`src/rtl/alu_mul_seq_if.sv`:
```
// alu_mul_seq_if
//   Bundles the multiply request/response signals and the borrowed-ALU drive
//   and return signals of alu_mul_seq.
//   Request:  start, a, b              (requester -> sequencer)
//   Response: busy, done, product      (sequencer -> requester)
//   ALU:      alu_A, alu_B, alu_control (sequencer -> ALU), alu_out (ALU -> sequencer)
//   slave modport is the sequencer's view; master modport is the surrounding
//   system (requester plus ALU).
interface alu_mul_seq_if;
   logic        start;
   logic [31:0] a;
   logic [31:0] b;
   logic        busy;
   logic        done;
   logic [63:0] product;
   logic [31:0] alu_A;
   logic [31:0] alu_B;
   logic [2:0]  alu_control;
   logic [31:0] alu_out;

   modport master (
      output start, a, b, alu_out,
      input  busy, done, product, alu_A, alu_B, alu_control
   );

   modport slave (
      input  start, a, b, alu_out,
      output busy, done, product, alu_A, alu_B, alu_control
   );
endinterface

```
`src/rtl/alu_mul_seq.sv`:
```
// alu_mul_seq
//   Unsigned 32x32->64 shift-add multiplier. It borrows the external 32-bit
//   ALU as its only adder, issuing one add per cycle for 32 cycles.
//   Ports:
//     clock - rising-edge clock
//     reset - asynchronous active-high reset, clears every register
//     bus   - alu_mul_seq_if.slave: start/a/b request, busy/done/product
//             response, alu_A/alu_B/alu_control drive and alu_out return
//   Timing: accept on edge E0, 32 RUN cycles, 1 DONE cycle (done pulse and
//   product update), then IDLE. product holds until the next completion.
module alu_mul_seq (
   input  logic         clock,
   input  logic         reset,
   alu_mul_seq_if.slave bus
);

   localparam logic [2:0] ALU_ADD = 3'b010;

   typedef enum logic [1:0] {
      IDLE,
      RUN,
      DONE
   } state_t;

   state_t      state_q, state_d;
   logic [31:0] mcand_q, mcand_d;
   logic [31:0] hi_q, hi_d;
   logic [31:0] lo_q, lo_d;
   logic [5:0]  count_q, count_d;
   logic [63:0] product_q, product_d;

   logic [31:0] alu_a;
   logic [31:0] alu_b;
   logic [31:0] sum;
   logic        carry;

   // ALU drive depends only on registered state. It is kept apart from the
   // next-state logic so the external ALU loop does not pass through one
   // process.
   always_comb begin : alu_drive
      alu_a = '0;
      alu_b = '0;
      if (state_q == RUN) begin
         alu_a = hi_q;
         alu_b = lo_q[0] ? mcand_q : '0;
      end
   end

   assign bus.alu_A       = alu_a;
   assign bus.alu_B       = alu_b;
   assign bus.alu_control = ALU_ADD;

   assign sum = bus.alu_out;
   // The ALU gives no carry-out. For unsigned addition, bit 32 is set when
   // both MSBs are set, or when one MSB is set and the result MSB is clear.
   assign carry = (alu_a[31] & alu_b[31]) | ((alu_a[31] | alu_b[31]) & ~sum[31]);

   always_comb begin : next_state
      state_d   = state_q;
      mcand_d   = mcand_q;
      hi_d      = hi_q;
      lo_d      = lo_q;
      count_d   = count_q;
      product_d = product_q;
      case (state_q)
         IDLE: begin
            if (bus.start) begin
               mcand_d = bus.a;
               hi_d    = '0;
               lo_d    = bus.b;
               count_d = '0;
               state_d = RUN;
            end
         end
         RUN: begin
            // {carry, sum, lo} forms a 65-bit partial product, shifted right by one.
            {hi_d, lo_d} = {carry, sum, lo_q[31:1]};
            count_d      = count_q + 6'd1;
            if (count_q == 6'd31) begin
               product_d = {carry, sum, lo_q[31:1]};
               state_d   = DONE;
            end
         end
         DONE: begin
            state_d = IDLE;
         end
         default: begin
            state_d = IDLE;
         end
      endcase
   end

   always_ff @(posedge clock or posedge reset) begin
      if (reset) begin
         state_q   <= IDLE;
         mcand_q   <= '0;
         hi_q      <= '0;
         lo_q      <= '0;
         count_q   <= '0;
         product_q <= '0;
      end else begin
         state_q   <= state_d;
         mcand_q   <= mcand_d;
         hi_q      <= hi_d;
         lo_q      <= lo_d;
         count_q   <= count_d;
         product_q <= product_d;
      end
   end

   assign bus.busy    = (state_q != IDLE);
   assign bus.done    = (state_q == DONE);
   assign bus.product = product_q;

endmodule

```
`src/flat_wrapper.sv`:
```
// flat-port wrapper written by rule: the top's interface ports become plain ports
module alu_mul_seq_flat 
  (clock, reset, bus_start, bus_a, bus_b, bus_alu_out, bus_busy, bus_done, bus_product, bus_alu_A, bus_alu_B, bus_alu_control);
  alu_mul_seq_if bus_i ();
  input  logic clock;
  input  logic reset;
  input wire logic [$bits(bus_i.start)-1:0] bus_start;
  input wire logic [$bits(bus_i.a)-1:0] bus_a;
  input wire logic [$bits(bus_i.b)-1:0] bus_b;
  input wire logic [$bits(bus_i.alu_out)-1:0] bus_alu_out;
  output wire logic [$bits(bus_i.busy)-1:0] bus_busy;
  output wire logic [$bits(bus_i.done)-1:0] bus_done;
  output wire logic [$bits(bus_i.product)-1:0] bus_product;
  output wire logic [$bits(bus_i.alu_A)-1:0] bus_alu_A;
  output wire logic [$bits(bus_i.alu_B)-1:0] bus_alu_B;
  output wire logic [$bits(bus_i.alu_control)-1:0] bus_alu_control;
  assign bus_i.start = bus_start;
  assign bus_i.a = bus_a;
  assign bus_i.b = bus_b;
  assign bus_i.alu_out = bus_alu_out;
  assign bus_busy = bus_i.busy;
  assign bus_done = bus_i.done;
  assign bus_product = bus_i.product;
  assign bus_alu_A = bus_i.alu_A;
  assign bus_alu_B = bus_i.alu_B;
  assign bus_alu_control = bus_i.alu_control;
  alu_mul_seq u_core (.clock(clock), .reset(reset), .bus(bus_i));
endmodule
```
`config.mk`:
```
export PLATFORM = sky130hd
export DESIGN_NAME = alu_mul_seq_flat
export DESIGN_NICKNAME = d
export VERILOG_FILES = /design/src/rtl/alu_mul_seq_if.sv /design/src/rtl/alu_mul_seq.sv /design/src/flat_wrapper.sv
export SDC_FILE = /design/constraint.sdc
export NUM_CORES = 1
export LEC_CHECK = 0
export ABC_AREA = 1
export BUFFER_PORTS_ARGS = -buffer_cell sky130_fd_sc_hd__clkbuf_2
export CAP_MARGIN = 5
export CORE_MARGIN = 1.5
export CORE_UTILIZATION = 46
export DETAILED_ROUTE_END_ITERATION = 8
export PLACE_DENSITY = 0.75
export REMOVE_ABC_BUFFERS = 1
export SLEW_MARGIN = 10
export SYNTH_ARGS = -nofsm -noshare
export SYNTH_HDL_FRONTEND = slang
export SYNTH_SLANG_ARGS = --single-unit
```
`constraint.sdc`:
```
create_clock -name clock -period 4.9 [get_ports clock]
set_input_delay 0.735 -clock clock [delete_from_list [all_inputs] [get_ports clock]]
set_output_delay 0.735 -clock clock [all_outputs]
set_load 0.1 [all_outputs]
```
==> impl_metrics.yaml, run 1 <==
final_layout:
  design.final.nets: 1157
  antenna_cells: 0
  layout.cell_area.non_filler_um2: 9042
  post_route_cells_drive_above_1_share_pct: 26.10
  synthesis_to_layout_area_growth_pct: 25.62
setup_path:
  worstSetupStartpointType: "flip-flop"
  critical_path_arrival_ns: 2.58
  crit_chain: "inv_1, nand2_4, buf_4, nor2_1, clkbuf_2"
  timing.setup.critical_path_class: "flip-flop to output pin"
  path_delay_family: "buffers and inverters"
  worst_ep_required_time_ns: 4.16
  worst_path_max_delay_cell: "sky130_fd_sc_hd__clkbuf_2"
  end_kind: "output pin"
  critical_path.max_fanout: 89
  delay_of_the_slowest_cell_on_the_worst_path_ns: 0.49
  crit_buf_inv: 3
run:
  timing.max_cap.violations: 0
cts:
  postCtsHoldBufs: 0
  cts_buffer_depth: 2
  path_clk_slew_ns: 0.06
  cts_root_buffer: "sky130_fd_sc_hd__clkbuf_16"
  numCtsBuffers: 17
  h-tree-depth: 4
  post-cts-setup-buffer-count: 0
  post_cts_resized: 0
  tritoncts_clock_tree: "done"
  clock_sinks: 168
  clk_latency_ns: 0.41
drt:
  drc_errors: 0
  wl_per_cell_um: 12.74
  detailedRoute.firstPassIterationCount: 4
  totalWireLength_um: 16310
  drt-initial-drc-count: 371
  final_antenna_net_count: 0
  routed_via_density: 4.781
  via_count: 6120
timing:
  final.hold.worst_slack_ns: 0.4752
  timing.slew.headroom_pct: 30.72
  rsz_0062_raised_after_global_routing: "no"
  period_needed_ns: 3.316
  finalSetupTns_ns: 0
  worst-slew-pin-transition_ns: 1.039
  finalHoldViolCount: 0
  finalWorstSetupSlack_ns: 1.584
  finalMaxSlewViolations: 0
  final-setup-viol-count: 0
  final.setup_skew_ns: 0.006682
  post-route-period-util_pct: 67.68
  timing.fmax_mhz: 301.6
yosys:
  synthesis.area_um2: 7198
  mapped_avg_cell_area_um2: 8.389
  synthDistinctLibCells: 22
  post_synth_mux_area_share_pct: 0
  synth-xor-area-share_pct: 0
  post_synth_simple_gate_area_pct: 19.45
  synth_fa_ha_area_share_pct: 0.1738
  synth-compound-area-share_pct: 12.34
  yosysWarnings: 0
  synth_seq_cells: 168
  synth_top_family_by_area: "simple AND/OR/NAND/NOR gates"
  synthCells: 858
  synth-seq-area-share_pct: 58.40
global_routing:
  remaining_global_route_overflow: 0
  grt_antenna_before_repair: 1
  grt_start_max_net_pins: 114
  grt_first_pass_wirelength_um: 26650
  first_global_vias: 5493
  grt.total_usage_pct: 20.35
floorplanning:
  coreArea_um2: 15260
  io-pin-count: 232
  core.rowCount: 45
  dieWidth_um: 128.1
  dieArea_um2: 16410
  initial_core_util_pct: 47.18
  die_y_um: 128.1
placement:
  buffers_added_on_ports: 228
  gp_congestion: 0.7423
  post_detailed_placement_cell_area_um2: 8431
  detailedPlacementHpwl_um: 10820
  dp_worst_setup_slack_ns: 2.002
run_status:
  outcome: "finished clean"
hold_path:
  hold_path_class: "flip-flop to flip-flop"
-- path summary, 6_finish.rpt --
| check | start | end | slack [ns] | cells after the start |
|---|---|---|---|---|
| setup / recovery | u_core.state_q[1] | bus_alu_A[11] | 1.58 | 5 |
| hold / removal | u_core.mcand_q[24] | u_core.mcand_q[24] | 0.48 | 2 |
| setup reg to reg | u_core.count_q[0] | u_core.bus.product[39] | 2.26 | 7 |
| hold reg to reg | u_core.mcand_q[24] | u_core.mcand_q[24] | 0.48 | 2 |
| max in group asynchronous | reset | u_core.bus.product[0] | 3.53 | 3 |
| min in group asynchronous | reset | u_core.bus.product[60] | 0.53 | 2 |
-- cell usage after synthesis (all sizes together) --
| library cell | count | area share [%] |
|---|---|---|
| conb | 2 | 0.10 |
| ha | 1 | 0.17 |
| nand3 | 40 | 2.8 |
| nand4 | 1 | 0.087 |
| dfrtp | 168 | 58 |
| clkbuf | 25 | 1.3 |
| o22ai | 31 | 2.7 |
| a22o | 1 | 0.12 |
| nor2 | 70 | 3.8 |
| a31oi | 1 | 0.087 |
| a21oi | 1 | 0.069 |
| nand2 | 246 | 13 |
| o21ai | 131 | 9.4 |
| inv | 107 | 5.6 |
| buf | 33 | 2.6 |
-- cells by family after synthesis --
| logic type | Yosys count |
|---|---|
| simple gates | 357 |
| flops | 168 |
| compound gates | 165 |
| buf+inv | 165 |
| other cells | 2 |
| fa+ha+maj | 1 |
-- cells in the final DEF (no fill, tap or decap), types with 2 or more instances in the layout --
cell type	netlist	layout
sky130_fd_sc_hd__dfrtp_1	168	168
sky130_fd_sc_hd__nor2_1	69	68
sky130_fd_sc_hd__buf_4	3	8
sky130_fd_sc_hd__o21ai_1	16	16
sky130_fd_sc_hd__nand3_1	40	39
sky130_fd_sc_hd__clkbuf_16	0	17
sky130_fd_sc_hd__clkinvlp_4	0	2
sky130_fd_sc_hd__inv_2	2	2
sky130_fd_sc_hd__bufinv_16	0	3
sky130_fd_sc_hd__conb_1	2	3
sky130_fd_sc_hd__clkbuf_2	0	228
sky130_fd_sc_hd__clkinv_2	0	2
sky130_fd_sc_hd__nand2_1	246	245
sky130_fd_sc_hd__clkbuf_8	0	3
sky130_fd_sc_hd__o21ai_0	110	110
sky130_fd_sc_hd__o22ai_1	31	31
sky130_fd_sc_hd__o21ai_2	5	5
sky130_fd_sc_hd__inv_6	0	3
sky130_fd_sc_hd__inv_1	105	104
-- tightest hold or removal path: stages (launching register included) --
cell	delay, ns
sky130_fd_sc_hd__dfrtp_1	0.35
sky130_fd_sc_hd__nand2_1	0.05
sky130_fd_sc_hd__nand2_1	0.04
-- cell type report --
type                    count  area (µm²)
fillers                  1428        6216
flip-flops and latches    168        4204
multi-input cells         526        2335
repair buffers            237        1221
clock buffers              21       470.5
inverters                 107       406.6
well taps                 211       264.0
clock inverters            10       141.4
-- state kept, by name (all words and copies together) (netlist names) --
name and count:
u_core.bus.product 64, u_core.hi_q 32, u_core.lo_q 32, u_core.mcand_q 32
u_core.count_q 6, u_core.state_q 2
-- per-stage QoR --
step / util, % / cells
6_report: 59.26 / 1280
3_5_place_dp: 55.25 / 1249
4_1_cts: 59.26 / 1280
5_1_grt: 59.26 / 1280
3_3_place_gp: 55.25 / 1249
2_1_floorplan: - / 801
-- per-layer routing --
layer	wire length (µm)	track usage, %
met1	7348	27.73
met2	7531	31.56
met3	1251	5.968
met4	176	6.279
met5	0	0
Power of run 1 is left out: the tool's default activity adds up to more than one toggle a clock period on the data nets, which glitch-free logic cannot reach.
==> inputs of run 2 (changes only) <==
Clock period 4.9 ns to 2.8 ns, I/O delays scaled along.
==> run 2 against run 1 <==
Cell area up 2.1%. The flow now finishes with violations (negative hold slack). Global-route usage up 1.1 points. Register-to-register slack worse by 1.4 ns. Via count up 1.8%. Die area unchanged. Non-clock buffer count up 7. Sequential share of layout area down 0.96 points. Count of clock-buffer cells in the layout unchanged. First-iteration DRC count up 4.6%. Highest routed layer unchanged.
==> impl_metrics.yaml, run 2 (synthesis results as in run 1) <==
final_layout:
  layout.cells.most_common_list: "sky130_fd_sc_hd__nand2_1 (245), sky130_fd_sc_hd__clkbuf_2 (205), sky130_fd_sc_hd__dfrtp_1 (168)"
  post_route_cells_drive_above_1_share_pct: 26.56
  flip_flop_count_of_the_largest_register_all_copies_and_words_added: 64
  most_frequent_standard_cell_in_the_layout_excluding_fill_and_tap_cells: "sky130_fd_sc_hd__nand2_1"
  design.final.nets: 1164
  synthesis_to_layout_area_growth_pct: 28.26
  antenna_cells: 0
  layout.cell_area.non_filler_um2: 9233
  layout.cells.non_filler: 1288
setup_path:
  worst_ep_required_time_ns: 2.38
  timing.rr.start: "u_core.state_q[1]"
  critical_path.max_fanout: 67
  worstSetupStartpointType: "flip-flop"
  depth_of_the_worst_register_to_register_path: 8
  end_kind: "output pin"
  critical_path_arrival_ns: 2.20
  crit_path_start: "u_core.state_q[1]"
  timing.setup.critical_path_class: "flip-flop to output pin"
run:
  timing.max_cap.violations: 0
global_routing:
  first_global_vias: 5771
  grt_antenna_before_repair: 0
  grt.total_usage_pct: 21.47
  grt_first_pass_wirelength_um: 28100
  remaining_global_route_overflow: 0
  grt_start_max_net_pins: 70
drt:
  detailedRoute.firstPassIterationCount: 5
  routed_via_density: 4.839
  final_antenna_net_count: 0
  totalWireLength_um: 17100
  via_count: 6233
  wl_per_cell_um: 13.28
  drc_errors: 0
  drt-initial-drc-count: 388
cts:
  post_cts_resized: 0
  path_clk_slew_ns: 0.06
  post-cts-setup-buffer-count: 0
  numCtsBuffers: 17
  tritoncts_clock_tree: "done"
  clock_sinks: 168
  clk_latency_ns: 0.41
  cts_buffer_depth: 2
  postCtsHoldBufs: 0
  h-tree-depth: 4
  cts_root_buffer: "sky130_fd_sc_hd__clkbuf_16"
timing:
  worst-slew-pin-transition_ns: 0.5723
  final.setup_skew_ns: 0.007390
  post-route-period-util_pct: 93.53
  finalWorstSetupSlack_ns: 0.1811
  final.hold.worst_slack_ns: -0.009094
  timing.slew.headroom_pct: 62.01
  finalHoldViolCount: 13
  final-setup-viol-count: 0
  timing.fmax_mhz: 381.8
  rsz_0062_raised_after_global_routing: "no"
  finalMaxSlewViolations: 0
  period_needed_ns: 2.619
floorplanning:
  die_y_um: 128.1
  dieArea_um2: 16410
  io-pin-count: 232
  core.rowCount: 45
  initial_core_util_pct: 47.18
  coreArea_um2: 15260
  dieWidth_um: 128.1
placement:
  gp_congestion: 0.7613
  placed_insts: 1256
  post_detailed_placement_cell_area_um2: 8616
  dp_worst_setup_slack_ns: 0.5135
  detailedPlacementHpwl_um: 11620
  buffers_added_on_ports: 228
run_status:
  outcome: "complete, but fails checks"
  failed_checks: "negative hold slack"
hold_path:
  hold_path_class: "primary input to asynchronous set/reset pin"
run 2: path summary, 6_finish.rpt:
path,endpoint,slack (ns)
max reg2reg,u_core.lo_q[18],0.81
min in group clock,u_core.mcand_q[10],0.23
max in group asynchronous,u_core.bus.product[53],2.13
min,u_core.bus.product[59],-0.009
min reg2reg,u_core.mcand_q[31],0.47
max,bus_alu_A[19],0.18
run 2: worst max-delay path: stages, from the launching register on:
cell	delay, ns
sky130_fd_sc_hd__dfrtp_1	0.43
sky130_fd_sc_hd__inv_1	0.22
sky130_fd_sc_hd__nand2_8	0.30
sky130_fd_sc_hd__buf_4	0.34
sky130_fd_sc_hd__nor2_1	0.15
sky130_fd_sc_hd__buf_4	0.31
run 2: stage by stage:
step	setup TNS, ns	utilization (%)
finish	0	60.51
global placement	0	56.47
global route	0	60.51
floorplan	-577.12	-
CTS	0	60.45
detailed placement	0	56.47
run 2: layer usage:
| layer | GRT usage (%) | wire length, µm | vias to the layer above |
|---|---|---|---|
| li1 | - | - | 3092 |
| met1 | 29.70 | 7707 | 2888 |
| met2 | 33.90 | 8004 | 233 |
| met3 | 4.925 | 1185 | 20 |
| met4 | 6.609 | 206 | 0 |
| met5 | 0 | 0 | - |
run 2: area by class of cell:
class	instances	area [µm²]
Tap cell	211	264.0
Inverter	107	406.6
Sequential cell	168	4204
Timing Repair Buffer	244	1406
Multi-Input combinational cell	526	2344
Clock buffer	21	460.4
Clock inverter	11	147.6
Fill cell	1369	6026
Power of run 2 is left out for the same reason.
